### config.mk
export PLATFORM = sky130hd
export DESIGN_NAME = priority_arbiter
export DESIGN_NICKNAME = d
export VERILOG_FILES = /design/src/rtl/prio_arb_pkg.sv /design/src/rtl/priority_arbiter_pick.sv /design/src/rtl/priority_arbiter.sv
export SDC_FILE = /design/constraint.sdc
export NUM_CORES = 1
export LEC_CHECK = 0
export CAP_MARGIN = 20
export CORE_MARGIN = 2
export CORE_UTILIZATION = 40
export CTS_BUF_LIST = sky130_fd_sc_hd__clkbuf_16
export CTS_CLUSTER_SIZE = 8
export DETAILED_ROUTE_END_ITERATION = 8
export GPL_TIMING_DRIVEN = 0
export PLACE_DENSITY = 0.85
export SYNTH_ARGS = -nofsm -noshare
export SYNTH_HDL_FRONTEND = slang
export SYNTH_SLANG_ARGS = --single-unit
### constraint.sdc
create_clock -name clk -period 1.65 [get_ports clk]
set_input_delay 0.165 -clock clk [delete_from_list [all_inputs] [get_ports clk]]
set_output_delay 0.165 -clock clk [all_outputs]
set_load 0.05 [all_outputs]
### src/rtl/prio_arb_pkg.sv
// rtl/prio_arb_pkg.sv - shared types and constants for the priority arbiter
package prio_arb_pkg;

  typedef enum logic {
    IDLE  = 1'b0,
    GRANT = 1'b1
  } state_t;

  localparam int MODE_FIXED = 0;
  localparam int MODE_RR    = 1;

endpackage

### src/rtl/priority_arbiter_pick.sv
// rtl/priority_arbiter_pick.sv - combinational highest-set-bit finder (module prio_pick)
module prio_pick #(
  parameter int N = 8,
  localparam int W = $clog2(N)
) (
  input  logic [N-1:0] req,
  output logic         found,
  output logic [W-1:0] idx,
  output logic [N-1:0] onehot
);

  // Ascending scan so the last hit, i.e. the highest index, wins.
  always_comb begin
    found = 1'b0;
    idx   = '0;
    for (int i = 0; i < N; i++) begin
      if (req[i]) begin
        found = 1'b1;
        idx   = i[W-1:0];
      end
    end
    onehot = found ? (N'(1) << idx) : '0;
  end

endmodule

### src/rtl/priority_arbiter.sv
// rtl/priority_arbiter.sv - registered fixed/round-robin arbiter; optional timeout via PRIO_ARB_TIMEOUT_EN
module priority_arbiter
  import prio_arb_pkg::*;
#(
  parameter int N        = 8,
  parameter int RR       = MODE_FIXED,
  parameter int MAX_HOLD = 16,
  localparam int W = $clog2(N)
) (
  input  logic         clk,
  input  logic         rst,
  input  logic         en,
  input  logic [N-1:0] req,
  input  logic         rel,
  output logic         valid,
  output logic [W-1:0] grant_idx,
  output logic [N-1:0] grant_oh,
  output logic         expired
);

  state_t       state, state_next;
  logic         pick_found;
  logic [W-1:0] pick_idx;
  logic [N-1:0] pick_oh;
  logic         timeout;
  logic         end_grant;
  logic         load;
  logic         clear;

  logic         valid_d;
  logic [W-1:0] grant_idx_d;
  logic [N-1:0] grant_oh_d;
  logic         expired_d;

  if (N < 2 || N > 64 || MAX_HOLD < 1) begin : g_bad_param
    $error("priority_arbiter: parameter out of range");
  end

  if (RR == MODE_RR) begin : g_rr
    logic [N-1:0] mask;
    logic [N-1:0] mask_next;
    logic         m_found, u_found;
    logic [W-1:0] m_idx, u_idx;
    logic [N-1:0] m_oh, u_oh;

    prio_pick #(.N(N)) u_pick_masked (
      .req(req & mask), .found(m_found), .idx(m_idx), .onehot(m_oh)
    );
    prio_pick #(.N(N)) u_pick_unmasked (
      .req(req), .found(u_found), .idx(u_idx), .onehot(u_oh)
    );

    assign pick_found = u_found;
    assign pick_idx   = m_found ? m_idx : u_idx;
    assign pick_oh    = m_found ? m_oh  : u_oh;
    // Only clients below the last winner stay eligible first; zero mask wraps to the top.
    assign mask_next  = (N'(1) << pick_idx) - N'(1);

    always_ff @(posedge clk or posedge rst) begin
      if (rst)       mask <= '1;
      else if (load) mask <= mask_next;
    end
  end else begin : g_fixed
    prio_pick #(.N(N)) u_pick (
      .req(req), .found(pick_found), .idx(pick_idx), .onehot(pick_oh)
    );
  end

`ifdef PRIO_ARB_TIMEOUT_EN
  localparam int CW = $clog2(MAX_HOLD + 1);
  logic [CW-1:0] hold_cnt;

  assign timeout = (state == GRANT) && (hold_cnt == CW'(MAX_HOLD));

  always_ff @(posedge clk or posedge rst) begin
    if (rst)                  hold_cnt <= '0;
    else if (load)            hold_cnt <= CW'(1);
    else if (clear)           hold_cnt <= '0;
    else if (state == GRANT)  hold_cnt <= hold_cnt + CW'(1);
  end
`else
  assign timeout = 1'b0;
`endif

  assign end_grant = rel | timeout;
  assign load  = en && pick_found && ((state == IDLE) || end_grant);
  assign clear = (state == GRANT) && end_grant && !(en && pick_found);

  always_ff @(posedge clk or posedge rst) begin
    if (rst) state <= IDLE;
    else     state <= state_next;
  end

  always_comb begin
    state_next = state;
    if (load)       state_next = GRANT;
    else if (clear) state_next = IDLE;
  end

  always_comb begin
    valid_d     = valid;
    grant_idx_d = grant_idx;
    grant_oh_d  = grant_oh;
    expired_d   = (state == GRANT) && timeout && !rel;
    if (load) begin
      valid_d     = 1'b1;
      grant_idx_d = pick_idx;
      grant_oh_d  = pick_oh;
    end else if (clear) begin
      valid_d     = 1'b0;
      grant_idx_d = '0;
      grant_oh_d  = '0;
    end
  end

  always_ff @(posedge clk or posedge rst) begin
    if (rst) begin
      valid     <= 1'b0;
      grant_idx <= '0;
      grant_oh  <= '0;
      expired   <= 1'b0;
    end else begin
      valid     <= valid_d;
      grant_idx <= grant_idx_d;
      grant_oh  <= grant_oh_d;
      expired   <= expired_d;
    end
  end

endmodule

==> reports/metrics.yaml, run 1 <==
status:
  outcome: "completed"
placement:
  gp_congestion: 0.7861
  portBuffers: 23
  dp_cells: 90
  dp_slack_ps: -244.5
  place_hpwl_um: 955.2
worst_setup_path:
  endpoint_kind: "output pin"
  cp_top_family: "buffers and inverters"
  setup.worst_path.start_class: "flop"
  crit_type: "reg2out"
  cp_slowest_stage_delay_ps: 820
  arrival_ps: 1430
  worstPathRequired_ps: 1480
  critPathBufInv: 1
  path_max_fanout: 4
  path_cells: "clkdlybuf4s50_1"
  slowest_stage: "clkdlybuf4s50_1"
sta:
  tightest_slew_ps: 647.3
  period_minus_slack_ps: 1597
  setup_viol: 0
  slew_viol_final: 0
  timing.slew.headroom_pct: 56.16
  layout_setup_ws_ps: 53.07
  hold_viol_final: 0
  timing.final.crit_share_pct: 96.78
  fmax_mhz: 626.2
  clock_skew_ps: 0.6289
finish:
  nets: 93
  multi_input_comb_area_um2: 259.0
  drive_gt1_share_pct: 15.19
  n_antenna_cell: 0
  layout.area.seq_um2: 300.3
  syn_to_final_growth_pct: 57.72
  final_cells: 94
  fill_cells: 110
logic_synthesis:
  syn_inst: 52
  avgSynthCellArea_um2: 11.38
  synth_area_um2: 591.8
  yosys_register_bits: 12
  synth_fp_nets: 64
  yosysSeqAreaShare_pct: 50.74
  ys_warn_count: 0
  yosysUniqueCellTypes: 26
power_and_ir_drop:
  p_sw_mw: 0.2636
  seq_power_share_pct: 33.4
  leakagePower_nw: 0.4078
  clockPowerShare_pct: 43.5
  total_power_mw: 0.9830
  pwr-share-comb_pct: 23.2
  power_density_nw_per_um2: 1053
  cellInternalPower_mw: 0.7194
  irDropWorstVdd_uv: 606.1
  p_sw_share_pct: 26.81
clock_network:
  cts_made_buffers: 3
  clk_pin_slew_worst_paths_ps: 40
  hold_buffers: 0
  tritoncts: "done"
  clk_latency_ps: 230
  htreeDepth: 1
  clock_path_buffers: 2
  cts_num_sinks: 12
  cts_root_buf: "clkbuf_16"
detailed_routing:
  viasPerCell: 5.660
  finalWirelength_um: 1375
  num_vias: 532
  firstDrtPassIters: 4
  route.met2.wl_um: 636
  top_layer_used: "met4"
  m1WireLength_um: 634
  drtAntennaViolNets: 0
  drc_errors: 0
  post_drt_wl_per_cell_um: 14.63
  wl_met3_um: 92
  drtIter0Drc: 14
floorplanning:
  die_h_um: 42.47
  core-area_um2: 1334
  die_w_um: 42.47
  dieArea_um2: 1803
  ioPinCount: 25
  start_util_pct: 44.37
  num_rows: 13
job:
  drv_cap: 0
global_route:
  grt_util_all_layers_pct: 16.23
  grt_max_degree: 13
  antenna_found_initial: 0
  grt_overflow: 0
  grt_pass1_vias: 480
  grt_pass1_wl_um: 2159
hold_path:
  min_path_type: "in2async"
[cell usage after synthesis]
| cell | count | share of area (%) |
|---|---|---|
| nor4_4 | 1 | 3.6 |
| dfrtp_1 | 12 | 51 |
| a21oi_1 | 1 | 0.84 |
| and2b_2 | 1 | 1.5 |
| conb_1 | 1 | 0.63 |
| nor4_1 | 1 | 1.1 |
| o311ai_0 | 1 | 1.5 |
| nand3_1 | 1 | 0.84 |
| a32o_1 | 5 | 8.5 |
| buf_4 | 1 | 1.3 |
| a22o_1 | 3 | 4.4 |
| buf_6 | 1 | 1.9 |
| clkbuf_1 | 1 | 0.63 |
| nor2_1 | 4 | 2.5 |
| a22oi_2 | 1 | 2.1 |
| o31ai_1 | 1 | 1.3 |
| nand3_2 | 1 | 1.7 |
| nor2b_1 | 1 | 1.1 |
| nand2_1 | 2 | 1.3 |
| inv_1 | 4 | 2.5 |
| nand2b_1 | 1 | 1.1 |
| or2_2 | 1 | 1.1 |
| or2b_1 | 1 | 1.3 |
| and2_0 | 1 | 1.1 |
| o2bb2ai_1 | 3 | 4.4 |
| or4_1 | 1 | 1.3 |
[final cells by class]
class | instances | share of cell area, %
Buffer | 3 | 2.413
Tap cell | 15 | 2.011
Multi-Input combinational cell | 33 | 27.75
Timing Repair Buffer | 24 | 26.01
Inverter | 4 | 1.609
Clock buffer | 3 | 8.043
Sequential cell | 12 | 32.17
[cell families (layout without fill, tap and decap cells)]
logic type | after synthesis | in the layout | synth area share (%)
other | 1 | 1 | 0.6336
buffers and inverters | 7 | 34 | 6.341
AO/OA/AOI/OAI | 15 | 15 | 23.05
flip-flops | 12 | 12 | 50.74
AND/OR/NAND/NOR | 17 | 17 | 19.24
[routing by layer]
layer / track usage [%] / up-vias
met5: 0 / -
met4: 5.625 / 0
met3: 4.741 / 2
met2: 25.23 / 20
met1: 21.47 / 257
li1: - / 253
[sequential cells by signal, indices dropped and copies added, names as in the netlist]
register / cells
valid: 1
grant_oh: 8
grant_idx: 3
[power groups by stage]
stage | Combinational [mW] | Clock [mW] | Sequential [mW]
2_1_floorplan | 0.0613 | 0 | 0.405
3_3_place_gp | 0.222 | 0 | 0.332
3_5_place_dp | 0.225 | 0 | 0.332
4_1_cts | 0.227 | 0.429 | 0.329
5_1_grt | 0.239 | 0.445 | 0.331
6_report | 0.228 | 0.427 | 0.328
[worst paths after layout]
check                      cells after the start          end   startpoint  slack, ps
min in group clk                               2  grant_oh[7]       req[7]        320
setup reg to reg                               4  grant_oh[0]        valid        340
hold reg to reg                                1  grant_oh[2]  grant_oh[2]        490
max in group asynchronous                      2        valid          rst       1070
setup / recovery                               1        valid        valid         50
hold / removal                                 2  grant_oh[1]          rst        260
[stage by stage]
stage	instance area [um^2]	setup TNS, ps	hold slack [ps]	utilization, %
2_1_floorplan	591.8	0	29.70	-
3_3_place_gp	840.8	-1896	478.3	63.04
3_5_place_dp	840.8	-2035	477.6	63.04
4_1_cts	915.9	0	267.9	68.67
5_1_grt	933.4	-20.60	306.1	69.98
6_report	933.4	0	255.8	69.98
[what timing repair did]
item / 4_1_cts / 5_1_grt
setup buffers: 0 / 1
setup endpoints to repair: 1 / 10
pin swaps: 0 / 1
gates resized for setup: 1 / 3
hold endpoints to repair: 0 / 0
[cell usage in the layout, fill, tap and decap left out]
| cell | count |
|---|---|
| buf_6 | 1 |
| clkbuf_16 | 3 |
| o311ai_1 | 1 |
| a32o_1 | 5 |
| dlymetal6s2s_1 | 2 |
| nor2_1 | 4 |
| a22oi_2 | 1 |
| clkdlybuf4s50_1 | 21 |
| o2bb2ai_1 | 3 |
| a22o_1 | 3 |
| a21oi_1 | 1 |
| clkbuf_1 | 1 |
| nand2_1 | 2 |
| nor4_1 | 1 |
| inv_1 | 4 |
| dfrtp_1 | 12 |
| or2_2 | 1 |
| nand2b_1 | 1 |
| nor2b_1 | 1 |
| buf_4 | 2 |
| nor4_4 | 1 |
| conb_1 | 1 |
| and2_0 | 1 |
| and2b_2 | 1 |
| or4_1 | 1 |
| or2b_1 | 1 |
| nand3_2 | 2 |
| o31ai_1 | 1 |
[worst register-to-register path, cell delays in order (launching register included)]
cell	delay (ps)
dfrtp_1	400
nand2b_1	140
nand3_2	110
or4_1	420
o2bb2ai_1	150
No activity file was read; power rests on OpenSTA's default activity.
==> run 2, diff against run 1 <==
--- a/config.mk
+++ b/config.mk
@@ -6,13 +6,16 @@
 export NUM_CORES = 1
 export LEC_CHECK = 0
 export CAP_MARGIN = 20
-export CORE_MARGIN = 2
-export CORE_UTILIZATION = 40
+export CORE_AREA = 2 2 39 41
 export CTS_BUF_LIST = sky130_fd_sc_hd__clkbuf_16
 export CTS_CLUSTER_SIZE = 8
 export DETAILED_ROUTE_END_ITERATION = 8
+export DIE_AREA = 0 0 41 43
+export DONT_BUFFER_PORTS = 1
 export GPL_TIMING_DRIVEN = 0
-export PLACE_DENSITY = 0.85
+export MAX_ROUTING_LAYER = met4
+export PLACE_DENSITY = 0.68
+export SKIP_LAST_GASP = 1
 export SYNTH_ARGS = -nofsm -noshare
 export SYNTH_HDL_FRONTEND = slang
 export SYNTH_SLANG_ARGS = --single-unit
==> run 2 against run 1 <==
  * Via count shrank 19%
  * Die area is 2.2% lower
  * First-iteration DRC count down 29%
  * Sequential share of layout area rose by 11 points
  * Core utilization down 19 points
  * Total power down 6.9%
  * Worst hold slack got worse by 220 ps
  * Clock skew increased by 4.1 ps
  * Design area decreased by 25%
  * Global-route usage increased by 0.051 points
  * Critical path depth grew 3
  * Critical path type is now reg2reg
  * Largest power group unchanged
==> reports/metrics.yaml, run 2 (synthesized netlist as in run 1, its figures left out) <==
status:
  outcome: "completed"
sta:
  layout_setup_ws_ps: 183.0
  setup_viol: 0
  period_minus_slack_ps: 1467
  holdWs_ps: 40.44
  setup_tns_ps: 0
  hold_viol_final: 0
  timing.final.crit_share_pct: 88.91
  slew_viol_final: 0
  fmax_mhz: 681.6
  tightest_slew_ps: 971.7
  rsz0062_at_grt: "no"
  clock_skew_ps: 4.727
  timing.slew.headroom_pct: 34.40
clock_network:
  clk_pin_slew_worst_paths_ps: 40
  cts_num_sinks: 12
  cts_made_buffers: 3
  cts_root_buf: "clkbuf_16"
  clk_latency_ps: 240
  cts_setup_buffers: 0
  clock_path_buffers: 2
  tritoncts: "done"
  htreeDepth: 1
detailed_routing:
  num_vias: 430
  finalWirelength_um: 1212
  post_drt_wl_per_cell_um: 16.60
  viasPerCell: 5.890
  firstDrtPassIters: 4
  drc_errors: 0
  drtIter0Drc: 10
  drtAntennaViolNets: 0
global_route:
  grt_overflow: 0
  grt_util_all_layers_pct: 16.28
  antenna_found_initial: 0
  grt_max_degree: 13
  grt_pass1_wl_um: 1849
  grt_pass1_vias: 417
floorplanning:
  start_util_pct: 42.77
  die_h_um: 43
  num_rows: 14
  die_w_um: 41
  core-area_um2: 1384
  ioPinCount: 25
  dieArea_um2: 1763
placement:
  placed_area_um2: 611.8
  gp_congestion: 0.7417
  dp_slack_ps: 8.712
  dp_cells: 68
  portBuffers: 0
  place_hpwl_um: 879.6
worst_setup_path:
  path_max_fanout: 4
  cp_slowest_stage_delay_ps: 520
  path_cells: "nand2b_1 > nand3_2 > or4_1 > o2bb2ai_1"
  r2r-end: "grant_oh[0]"
  startpoint: "valid"
  crit_type: "reg2reg"
  endpoint_kind: "flop"
  cp-endpoint: "grant_oh[0]"
  slowest_stage: "dfrtp_2"
  r2r_start: "valid"
  setup.worst_path.start_class: "flop"
  ff2ff_setup_slack_ps: 180
  arrival_ps: 1620
  rr_worst_depth: 4
  worstPathRequired_ps: 1800
finish:
  fin_area_um2: 701.9
  syn_to_final_growth_pct: 18.60
  drive_gt1_share_pct: 19.30
  largestRegisters: "grant_oh: 8 flops, grant_idx: 3 flops, valid: 1 flops"
  final_cells: 73
  largest_reg_flops: 8
  regMostFlops: "grant_oh"
  final_common_cell: "dfrtp_1"
  n_antenna_cell: 0
  fin_util_pct: 50.72
  final_cell_mix: "dfrtp_1, a32o_1, nor2_1, inv_1"
  nets: 70
power_and_ir_drop:
  total_power_mw: 0.9152
  power_density_nw_per_um2: 1304
  irDropWorstVdd_uv: 750.3
  leakagePower_nw: 0.3020
job:
  drv_cap: 0
hold_path:
  min_path_type: "in2reg"
run 2: power breakdown:
part           leakage (nW)  total (mW)  internal, mW  switching, mW
clock                0.0385       0.436         0.318          0.118
combinational         0.109      0.0730        0.0334         0.0396
sequential            0.155       0.406         0.315         0.0908
run 2: how the worst min path moves through the flow:
stage	startpoint	end	slack, ps	cells after the start
2_1_floorplan	rst	grant_idx[0]	30	1
3_3_place_gp	rst	grant_oh[3]	90	1
3_5_place_dp	rst	grant_oh[3]	80	1
4_1_cts	en	valid	40	2
5_1_grt	en	valid	50	2
6_report	en	valid	40	2
run 2: final cells by class:
type / count / area [um^2]
flip-flops and latches: 12 / 301.5
clock inverters: 1 / 3.754
plain buffers: 3 / 22.52
fillers: 129 / 681.9
inverters: 4 / 15.01
multi-input cells: 33 / 254.0
clock buffers: 3 / 75.07
repair buffers: 1 / 10.01
well taps: 16 / 20.02
run 2: what timing repair did:
item                       in CTS  in global routing
gates resized for setup         0                  1
hold buffers                    1                  0
hold endpoints to repair       12                  0
setup endpoints to repair       0                  8
run 2: layer usage:
metal / vias to the layer above / GRT usage [%] / part of all wire [%]
li1: 201 / - / -
met1: 207 / 18.86 / 41
met2: 22 / 24.69 / 49
met3: 0 / 8.901 / 10
met4: 0 / 2.667 / 0
met5: - / - / 0
run 2: worst max-delay path, delay by kind of cell, from the launching register on:
family          cells  cell delay [ps]
simple gates        3              720
compound gates      1              140
flops               1              520
==> run 3, diff against run 2 <==
--- a/config.mk
+++ b/config.mk
@@ -5,6 +5,7 @@
 export SDC_FILE = /design/constraint.sdc
 export NUM_CORES = 1
 export LEC_CHECK = 0
+export ABC_CLOCK_PERIOD_IN_PS = 1650
 export CAP_MARGIN = 20
 export CORE_AREA = 2 2 39 41
 export CTS_BUF_LIST = sky130_fd_sc_hd__clkbuf_16
==> results of run 3 <==
Final layout, timing and power as in run 2 (identical DEF).
